<file path="src/rtl/muldiv_pkg.sv">
// Shared types and opcode decode helpers for the iterative RV32M multiply/divide unit.
package muldiv_pkg;

  typedef enum logic [2:0] {
    OP_MUL    = 3'd0,
    OP_MULH   = 3'd1,
    OP_MULHSU = 3'd2,
    OP_MULHU  = 3'd3,
    OP_DIV    = 3'd4,
    OP_DIVU   = 3'd5,
    OP_REM    = 3'd6,
    OP_REMU   = 3'd7
  } muldiv_op_e;

  typedef enum logic [1:0] {
    IDLE = 2'd0,
    BUSY = 2'd1,
    DONE = 2'd2
  } muldiv_state_e;

  function automatic logic is_div(input muldiv_op_e op);
    return op[2];
  endfunction

  function automatic logic op1_signed(input muldiv_op_e op);
    return (op == OP_MULH) || (op == OP_MULHSU) || (op == OP_DIV) || (op == OP_REM);
  endfunction

  function automatic logic op2_signed(input muldiv_op_e op);
    return (op == OP_MULH) || (op == OP_DIV) || (op == OP_REM);
  endfunction

endpackage

</file>
<file path="src/rtl/mul_radix_step.sv">
// One multiply iteration: retires MUL_UNROLL multiplier bits into a right-shifting
// {carry, high, low} accumulator so the full product lands in acc after XLEN bits.
module mul_radix_step #(
  parameter int unsigned XLEN       = 32,
  parameter int unsigned MUL_UNROLL = 2
) (
  input  logic [2*XLEN-1:0]     acc_in,
  input  logic [XLEN-1:0]       multiplicand,
  input  logic [MUL_UNROLL-1:0] mbits,
  output logic [2*XLEN-1:0]     acc_out
);

  logic [2*XLEN-1:0] acc;
  logic [XLEN:0]     sum;

  always_comb begin
    acc = acc_in;
    sum = '0;
    for (int i = 0; i < int'(MUL_UNROLL); i++) begin
      sum = {1'b0, acc[2*XLEN-1:XLEN]} + (mbits[i] ? {1'b0, multiplicand} : {(XLEN+1){1'b0}});
      acc = {sum, acc[XLEN-1:1]};
    end
    acc_out = acc;
  end

endmodule

</file>
<file path="src/rtl/muldiv_unit.sv">
// Iterative RV32M multiply/divide unit for the Execute stage: shift-add multiply,
// restoring divide, divide fast paths, pipeline stall and kill.
module muldiv_unit
  import muldiv_pkg::*;
#(
  parameter int unsigned XLEN       = 32,
  parameter int unsigned MUL_UNROLL = 2
) (
  input  logic            clk,
  input  logic            rst,
  input  logic            start,
  input  logic [2:0]      op,
  input  logic [XLEN-1:0] operand1,
  input  logic [XLEN-1:0] operand2,
  input  logic            kill,
  output logic            stall,
  output logic            resp_valid,
  output logic [XLEN-1:0] result
);

  localparam int unsigned CW        = $clog2(XLEN + 1);
  localparam int unsigned MUL_STEPS = XLEN / MUL_UNROLL;
  localparam logic [XLEN-1:0] SMIN  = {1'b1, {(XLEN-1){1'b0}}};

  muldiv_state_e     state;
  muldiv_op_e        op_q;
  logic              neg_q;
  logic [CW-1:0]     cnt;
  logic [2*XLEN-1:0] acc;
  logic [XLEN-1:0]   mcand;
  logic [XLEN-1:0]   mplier;

  muldiv_op_e        op_in;
  logic              a_neg, b_neg, neg_in;
  logic [XLEN-1:0]   a_mag, b_mag;
  logic              div_zero, div_ovf, fast;
  logic [XLEN-1:0]   fast_val;

  logic [2*XLEN-1:0] mul_acc, div_acc, next_acc, prod;
  logic [XLEN:0]     trial, diff;
  logic [XLEN-1:0]   quo, rem, final_res;

  assign stall = ((state == IDLE) && start && !kill) || (state == BUSY);

  // Request decode: magnitudes, result sign and the divide short-cuts.
  always_comb begin
    op_in    = muldiv_op_e'(op);
    a_neg    = op1_signed(op_in) & operand1[XLEN-1];
    b_neg    = op2_signed(op_in) & operand2[XLEN-1];
    a_mag    = a_neg ? -operand1 : operand1;
    b_mag    = b_neg ? -operand2 : operand2;
    neg_in   = (is_div(op_in) && op_in[1]) ? a_neg : (a_neg ^ b_neg);
    div_zero = (operand2 == '0);
    div_ovf  = op1_signed(op_in) && (operand1 == SMIN) && (&operand2);
    fast     = is_div(op_in) && (div_zero || div_ovf);
    if (div_zero) fast_val = op_in[1] ? operand1 : '1;
    else          fast_val = op_in[1] ? '0 : SMIN;
  end

  mul_radix_step #(
    .XLEN      (XLEN),
    .MUL_UNROLL(MUL_UNROLL)
  ) u_step (
    .acc_in      (acc),
    .multiplicand(mcand),
    .mbits       (mplier[MUL_UNROLL-1:0]),
    .acc_out     (mul_acc)
  );

  // Restoring divide step on acc = {remainder, dividend/quotient}, then sign fix-up.
  always_comb begin
    trial    = acc[2*XLEN-1:XLEN-1];
    diff     = trial - {1'b0, mcand};
    div_acc  = diff[XLEN] ? {trial[XLEN-1:0], acc[XLEN-2:0], 1'b0}
                          : {diff[XLEN-1:0], acc[XLEN-2:0], 1'b1};
    next_acc = is_div(op_q) ? div_acc : mul_acc;
    prod     = neg_q ? -next_acc : next_acc;
    quo      = neg_q ? -next_acc[XLEN-1:0] : next_acc[XLEN-1:0];
    rem      = neg_q ? -next_acc[2*XLEN-1:XLEN] : next_acc[2*XLEN-1:XLEN];
    case (op_q)
      OP_MUL:                      final_res = prod[XLEN-1:0];
      OP_MULH, OP_MULHSU, OP_MULHU: final_res = prod[2*XLEN-1:XLEN];
      OP_DIV, OP_DIVU:             final_res = quo;
      default:                     final_res = rem;
    endcase
  end

  always_ff @(posedge clk) begin
    if (rst) begin
      state      <= IDLE;
      op_q       <= OP_MUL;
      neg_q      <= 1'b0;
      cnt        <= '0;
      acc        <= '0;
      mcand      <= '0;
      mplier     <= '0;
      resp_valid <= 1'b0;
      result     <= '0;
    end else begin
      resp_valid <= 1'b0;
      case (state)
        IDLE: begin
          if (start && !kill) begin
            if (fast) begin
              state      <= DONE;
              resp_valid <= 1'b1;
              result     <= fast_val;
            end else begin
              state  <= BUSY;
              op_q   <= op_in;
              neg_q  <= neg_in;
              cnt    <= is_div(op_in) ? CW'(XLEN) : CW'(MUL_STEPS);
              acc    <= is_div(op_in) ? {{XLEN{1'b0}}, a_mag} : '0;
              mcand  <= is_div(op_in) ? b_mag : a_mag;
              mplier <= b_mag;
            end
          end
        end
        BUSY: begin
          if (kill) begin
            state <= IDLE;
          end else begin
            acc    <= next_acc;
            mplier <= mplier >> MUL_UNROLL;
            cnt    <= cnt - CW'(1);
            if (cnt == CW'(1)) begin
              state      <= DONE;
              resp_valid <= 1'b1;
              result     <= final_res;
            end
          end
        end
        DONE:    state <= IDLE;
        default: state <= IDLE;
      endcase
    end
  end

endmodule

</file>
<file path="config.mk">
export PLATFORM = sky130hd
export DESIGN_NAME = muldiv_unit
export DESIGN_NICKNAME = d
export VERILOG_FILES = /design/src/rtl/muldiv_pkg.sv /design/src/rtl/mul_radix_step.sv /design/src/rtl/muldiv_unit.sv
export SDC_FILE = /design/constraint.sdc
export NUM_CORES = 1
export LEC_CHECK = 0
export ABC_AREA = 0
export BUFFER_PORTS_ARGS = -buffer_cell sky130_fd_sc_hd__buf_2
export CELL_PAD_IN_SITES_DETAIL_PLACEMENT = 1
export CELL_PAD_IN_SITES_GLOBAL_PLACEMENT = 2
export CORE_AREA = 2 2 186 325
export CTS_CLUSTER_SIZE = 16
export DETAILED_ROUTE_END_ITERATION = 10
export DIE_AREA = 0 0 188 327
export PLACE_DENSITY = 0.87
export SLEW_MARGIN = 25
export SYNTH_ARGS = -nofsm -noshare
export SYNTH_HDL_FRONTEND = slang
export SYNTH_HIERARCHICAL = 1
export SYNTH_SLANG_ARGS = --single-unit
</file>
<file path="constraint.sdc">
create_clock -name clk -period 5.8 [get_ports clk]
set_input_delay 0.29 -clock clk [delete_from_list [all_inputs] [get_ports clk]]
set_output_delay 0.29 -clock clk [all_outputs]
set_load 0.01 [all_outputs]
</file>
# Word-level counts from Yosys, hierarchy flattened
# Index checks and enable logic that the tools add are counted.
# W data, S select, Z words.
dict set report classes {
  shift 0
  n_bitwise 4
  n_reduce_logical 26
  n_div 0
  n_mul 0
  n_addsub 9
  eq_ne 18
  mux 44
  order_cmp 0
}
# cell n
set op_table {}
lappend op_table {{$mux W32} 18}
lappend op_table {{$mux W64} 6}
lappend op_table {{$neg A32 Y32} 4}
lappend op_table {{$pmux W32 S2} 2}
lappend op_table {{$pmux W64 S2} 1}
lappend op_table {{$pmux W32 S3} 1}
lappend op_table {{$add A32 B33 Y33} 2}
lappend op_table {{$neg A64 Y64} 1}
lappend op_table {{$sub A33 B32 Y33} 1}
lappend op_table {{$eq A32 B32 Y1 const B} 1}
lappend op_table {{$logic_not A32 Y1} 1}
lappend op_table {{$reduce_and A32 Y1} 1}
lappend op_table {{$mux W6} 4}
lappend op_table {{$eq A3 B3 Y1 const B} 4}
lappend op_table {{$pmux W6 S2} 1}
lappend op_table {{$eq A3 B2 Y1 const B} 3}
lappend op_table {{$mux W2} 4}
lappend op_table {{$logic_and A1 B1 Y1} 7}
lappend op_table {{$logic_or A1 B1 Y1} 7}
lappend op_table {{$eq A3 B1 Y1 const B} 2}
lappend op_table {{$eq A6 B1 Y1 const B} 1}
lappend op_table {{$ne A2 B2 Y1 const B} 3}
lappend op_table {{$sub A6 B1 Y6 const B} 1}
lappend op_table {{$mux W1} 5}
lappend op_table {{other kinds (18)} 20}
dict set report totals {
  word_cells 110
  ff_bits 173
  out_inout_bits 34
  latch_bits 0
  rom_bits 0
  ramBits 0
  n_memories 0
  in_bits 71
}

# Longest topological paths before layout
dict set report depth {
  word_depth 11
  ltp_mapped 30
  ltp_nobuf 29
}

# Hierarchy
# Netlist, hierarchy kept.
# mod seq_area_each_um2 instances cells_per_inst area_each_um2
set modules_own_cells {}
lappend modules_own_cells {muldiv_unit 3463.3 1 2072 14903.0}
lappend modules_own_cells {mul_radix_step 0.0 1 623 4311.6}

# Least setup slack after synthesis
# Ideal clock, no wire load.
dict set report synth_path {
  path_kind {reg2reg}
  from {reg mplier[0]}
  to {reg result[27]}
  path_slack_ns -0.399
  setup_time_ns 0.133
  required_time_ns 5.667
  path_stages_with_launch 29
  t_arrival_ns 6.065
  synth_period_minus_slack_ns 6.199
  path_buffers 1
  path_cell_list {dfxtp_1 -> clkbuf_1 -> and2_1 -> ha_1 -> inv_1 -> fa_1 -> nor2b_1 -> o31a_1 -> o21ai_1 -> a211o_1 -> nand2_1 -> xor2_1 -> ha_1 -> nand4_2 -> or3_1 -> or2_1 -> and4b_4 -> o31ai_1 -> xor2_1 -> nand2_1 -> o41a_1 -> o21ai_0 -> a31oi_1 -> nor3b_1 -> nand3_1 -> o41ai_1 -> xor2_1 -> a222oi_1 -> o22ai_1}
}
dict set report synth_between {
  elab_chain_len 10
  elab_cells_between_ends 12
  cone_classes {add/sub: 4; mux: 8}
}
# item line_no
set synth_lines {}
lappend synth_lines {{start, declared} muldiv_unit.sv:31} ;# logic [XLEN-1:0] mplier;
lappend synth_lines {{start signal, assigned} muldiv_unit.sv:115} ;# mplier <= b_mag;
lappend synth_lines {{start signal, assigned} muldiv_unit.sv:124} ;# mplier <= mplier >> MUL_UNROLL;
lappend synth_lines {{$mux W32 *} mul_radix_step.sv:20} ;# sum = {1'b0, acc[2*XLEN-1:XLEN]} + (mbits[i] ? {1'b0, multiplicand} : {(XLEN+1){1'b0}});
lappend synth_lines {{$add A32 B33 Y33 * (2 in a row)} mul_radix_step.sv:20}
lappend synth_lines {{named net mul_acc[53]} muldiv_unit.sv:39} ;# logic [2*XLEN-1:0] mul_acc, div_acc, next_acc, prod;
lappend synth_lines {{$mux W64 *} muldiv_unit.sv:76} ;# next_acc = is_div(op_q) ? div_acc : mul_acc;
lappend synth_lines {{$neg A64 Y64 or $neg A32 Y32 (tied branches)} {muldiv_unit.sv:77, muldiv_unit.sv:79}}
lappend synth_lines {{$mux W64 or $mux W32 (tied branches)} {muldiv_unit.sv:77, muldiv_unit.sv:79}}
lappend synth_lines {{$pmux W32 S3 *} muldiv_unit.sv:80} ;# case (op_q)
lappend synth_lines {{$mux W32 *} muldiv_unit.sv:126} ;# if (cnt == CW'(1)) begin
lappend synth_lines {{$mux W32 *} muldiv_unit.sv:120} ;# if (kill) begin
lappend synth_lines {{$pmux W32 S2 *} muldiv_unit.sv:101} ;# case (state)
lappend synth_lines {{end signal, assigned} muldiv_unit.sv:107} ;# result <= fast_val;
lappend synth_lines {{end signal, assigned} muldiv_unit.sv:129} ;# result <= final_res;
lappend synth_lines {{end, declared} muldiv_unit.sv:18} ;# output logic [XLEN-1:0] result
# Mark *: on every way through the listed nets, which the timed path passes. The rest lies on a longest branch. The select of a mux whose other input is x is not followed.
# A chain may end at the register's enable or synchronous reset.

# Worst setup path after layout
dict set report layout_path {
  from {reg mcand[0]}
  to {reg result[31]}
}
dict set report layout_between {
  elab_chain_len 10
  elab_cells_between_ends 17
  cone_classes {add/sub: 6; mux: 11}
}
# item line_no
set layout_lines {}
lappend layout_lines {{start, declared} muldiv_unit.sv:30} ;# logic [XLEN-1:0] mcand;
lappend layout_lines {{start signal, assigned} muldiv_unit.sv:114} ;# mcand <= is_div(op_in) ? b_mag : a_mag;
lappend layout_lines {{$mux W32} mul_radix_step.sv:20}
lappend layout_lines {{$add A32 B33 Y33} mul_radix_step.sv:20}
lappend layout_lines {{$add A32 B33 Y33 *} mul_radix_step.sv:20}
lappend layout_lines {{named net mul_acc[57]} muldiv_unit.sv:39}
lappend layout_lines {{$mux W64 *} muldiv_unit.sv:76}
lappend layout_lines {{$neg A64 Y64 or $neg A32 Y32 (tied branches)} {muldiv_unit.sv:77, muldiv_unit.sv:79}}
lappend layout_lines {{$mux W64 or $mux W32 (tied branches)} {muldiv_unit.sv:77, muldiv_unit.sv:79}}
lappend layout_lines {{$pmux W32 S3 *} muldiv_unit.sv:80}
lappend layout_lines {{$mux W32 *} muldiv_unit.sv:126}
lappend layout_lines {{$mux W32 *} muldiv_unit.sv:120}
lappend layout_lines {{$pmux W32 S2 *} muldiv_unit.sv:101}
# Marked as above.

==> impl_metrics.csv <==
group,metric,value,unit
synth,muxShareOfSynthArea,0.0333,
worst_setup_path,critical_path_class,"register to register",
clocking,cts_buffers,17,
worst_setup_path,endpoint,"result[31]",
power,ir_drop,0.220,mV
power,leakage,10.5,nW
die,ios,105,
drt,drt-pass1-iter-count,7,
die,dieWidth,188,µm
clocking,cts-root-buf,"clkbuf_16",
die,die_height,327,µm
synth,synth_xor_area_frac,0.0944,
clocking,cts.path.max_buffers,2,
sta,fin_crit,6.15,ns
die,die_area,61500,µm²
drt,wl_per_cell,27.0,µm
synth,synth_cell_type_count,106,
sta,setup_ws,-0.352,ns
clocking,htreeDepth,4,
synth,synth-seq-cells,173,
worst_setup_path,r2r_start,"mcand[0]",
worst_setup_path,critical_path_depth,30,
flow_run,maxCapViolations,0,
synth,synth_compound_area_frac,0.308,
placement,hpwl,80800,µm
worst_setup_path,crit_buf_inv,2,
worst_setup_path,cpLargestDelayFamily,"compound AO/OA/AOI/OAI gates",
global_routing,grt_pass1_vias,24820,
placement,io_buffers,104,
power,p_total,0.00439,W
drt,drt_iter0_drc,1682,
synth,synth_top_family_by_area,"compound AO/OA/AOI/OAI gates",
worst_setup_path,slowest_delay,0.35,ns
clocking,clock-sinks,173,
synth,async_flop_share,0,
die,std_cell_rows,118,
sta,setup_tns,-3.14,ns
sta,setup_viol,18,
synth,yosys.area_share.adder,0.0702,
global_routing,grt_pass1_wl,153000,µm
sta,fmax,163,MHz
power,p_per_area,175,nW/µm²
status,status,"finished, violations left",
worst_setup_path,ff2ff_setup_slack,-0.35,ns
sta,tightest_slew,1.12,ns
drt,ant_nets,0,
synth,synth_area,19200,µm²
power,clkPwrFrac,0.286,
synth,syn_area_per_cell,7.13,µm²
placement,place_congestion,1.03,
sta,holdWs,0.0961,ns
global_routing,grt_use_total,0.329,
die,core-area,58900,µm²
power,combPwrFrac,0.415,
worst_setup_path,timing.rr.end,"result[31]",
synth,synth-edff-count,0,
worst_setup_path,end_kind,"register",
worst_setup_path,cp-start-kind,"register",
power,power_frac_seq,0.298,
finish,final_nets,3227,
status,violations,"setup timing",
min_path,min_path_cells,3,
synth,syn-num-nets,2872,
finish,layout-drive-gt1-share,0.266,
worst_setup_path,cp-startpoint,"mcand[0]",
sta,finalCritPeriodShare,1.06,
sta,drv_slew,0,
drt,vias_per_cell,6.12,
synth,synthCells,2695,
worst_setup_path,critPathMaxFanout,5,
global_routing,overflow,0,
synth,synth-simple-area-share,0.246,
worst_setup_path,arrival,6.52,ns
power,switching_share,0.422,
finish,layout_common_cells,"buf_4, nor2_1, nand2_1",
drt,wirelength,104000,µm
drt,drc,0,
clocking,path_clk_slew,0.08,ns
worst_setup_path,cp_slowest_cell,"o31a_1",
power,p_int,0.00254,W
worst_setup_path,r2r_cells,30,
sta,rsz0062_at_grt,"true",
drt,routed-via-count,23524,
sta,relSlewSlack,0.245,
synth,yosys_warnings,6,
die,start_util,0.326,
global_routing,grt_max_degree,92,
clocking,cts_tree,"done",
global_routing,antenna_found_initial,2,
worst_setup_path,critPathRequiredTime,6.17,ns
sta,hold_violations,0,
finish,area_growth,30.8,%
synth,synth-seq-area-share,0.180,
finish,final_common_cell,"buf_4",
power,p_sw,0.00185,W
finish,fill_cells,7296,
clocking,insertion_delay,0.49,ns
min_path,hold_class,"input pin to register",
synth,synth_ff_type,"dfxtp_1",
sta,final.setup_skew,0.0193,ns
[timing repair]
| item | 4_1_cts | 5_1_grt |
|---|---|---|
| resized for setup | 168 | 85 |
| endpoints found under the setup margin | 22 | 23 |
| pin swaps | 86 | 66 |
| buffers inserted | 36 | 27 |
| hold buffers | 0 | 0 |
[final cells by class]
cell class / instances / area [µm²] / share of cell area
Antenna cell: 1 / 2.50 / 0.0000995
Inverter: 84 / 315 / 0.0125
Clock buffer: 18 / 439 / 0.0175
Timing Repair Buffer: 546 / 3970 / 0.158
Tap cell: 780 / 976 / 0.0388
Multi-Input combinational cell: 2228 / 15800 / 0.628
Clock inverter: 14 / 178 / 0.00707
Sequential cell: 173 / 3470 / 0.138
[through the flow]
step / std cells / instance area (µm²) / util / setup WS [ns]
6_report: 3844 / 25100 / 0.427 / -0.352
3_5_place_dp: 3753 / 22800 / 0.386 / -0.596
5_1_grt: 3843 / 25100 / 0.427 / -0.618
3_3_place_gp: 3753 / 22800 / 0.386 / -0.425
2_1_floorplan: 2695 / 19300 / - / -0.0143
4_1_cts: 3820 / 24500 / 0.416 / -0.0789
[tightest hold or removal path, cell delays in order]
cell     delay (ns)
buf_2          0.14
nand2_1        0.06
a21oi_1        0.05
[layer usage]
layer | vias to the layer above | global-route usage | routed length [µm]
met5 | - | 0 | 13
met4 | 2 | 0.343 | 13100
met3 | 463 | 0.0380 | 4490
met2 | 920 | 0.589 | 52100
met1 | 11554 | 0.316 | 34200
li1 | 10585 | - | -
[power by group through the flow]
stage / Sequential, W / Combinational (W) / Clock (W)
floorplan: 0.00130 / 0.000965 / 0
global placement: 0.00133 / 0.00159 / 0
detailed placement: 0.00133 / 0.00162 / 0
CTS: 0.00131 / 0.00171 / 0.00127
global route: 0.00131 / 0.00193 / 0.00130
finish: 0.00131 / 0.00182 / 0.00126
[registers in the layout (all words and copies together), names as in the netlist]
name	count
result	32
resp_valid	1
mplier	32
neg_q	1
cnt	6
op_q	3
state	2
mcand	32
acc	64
[cells in the mapped netlist (all sizes together), types with 20 or more instances]
library cell    n  area [µm²]
nor3           71         355
a21oi         205        1040
a31oi          47         294
nand2         205         791
a222oi         33         330
mux2i          55         551
o31ai          29         223
xor2          105         920
a211oi         41         318
nor2          357        1340
o211ai         37         278
clkbuf        139         524
or3            24         150
o21ai         204        1030
ha            103        1290
o221ai         36         315
a22oi          27         203
and3           20         126
inv            84         315
nand3          47         248
a21o           41         309
buf            71         454
nand2b         29         181
nor2b          20         125
nand4          39         250
xnor2         102         893
dfxtp         173        3460
nor4           25         163
and2           81         508
a311oi         21         184
[how the worst min path moves through the flow]
stage	to	from
after global placement	result[3]	result[3]
after global routing	op_q[0]	op[0]
after floorplan	op_q[0]	op[0]
after CTS	op_q[0]	op[0]
after detailed placement	result[3]	result[3]
final	op_q[0]	op[0]
[logic make-up (layout without fill, tap and decap cells)]
logic type               count (synthesis)  count (layout)
AND/OR/NAND/NOR                        979             979
XOR/XNOR                               207             207
flip-flops                             173             173
buffers and inverters                  294             662
other                                    0               1
multiplexers                            63              63
AO/OA/AOI/OAI                          873             873
adder cells (fa/ha/maj)                106             106
Note: power is estimated with default switching activity, not from simulation.
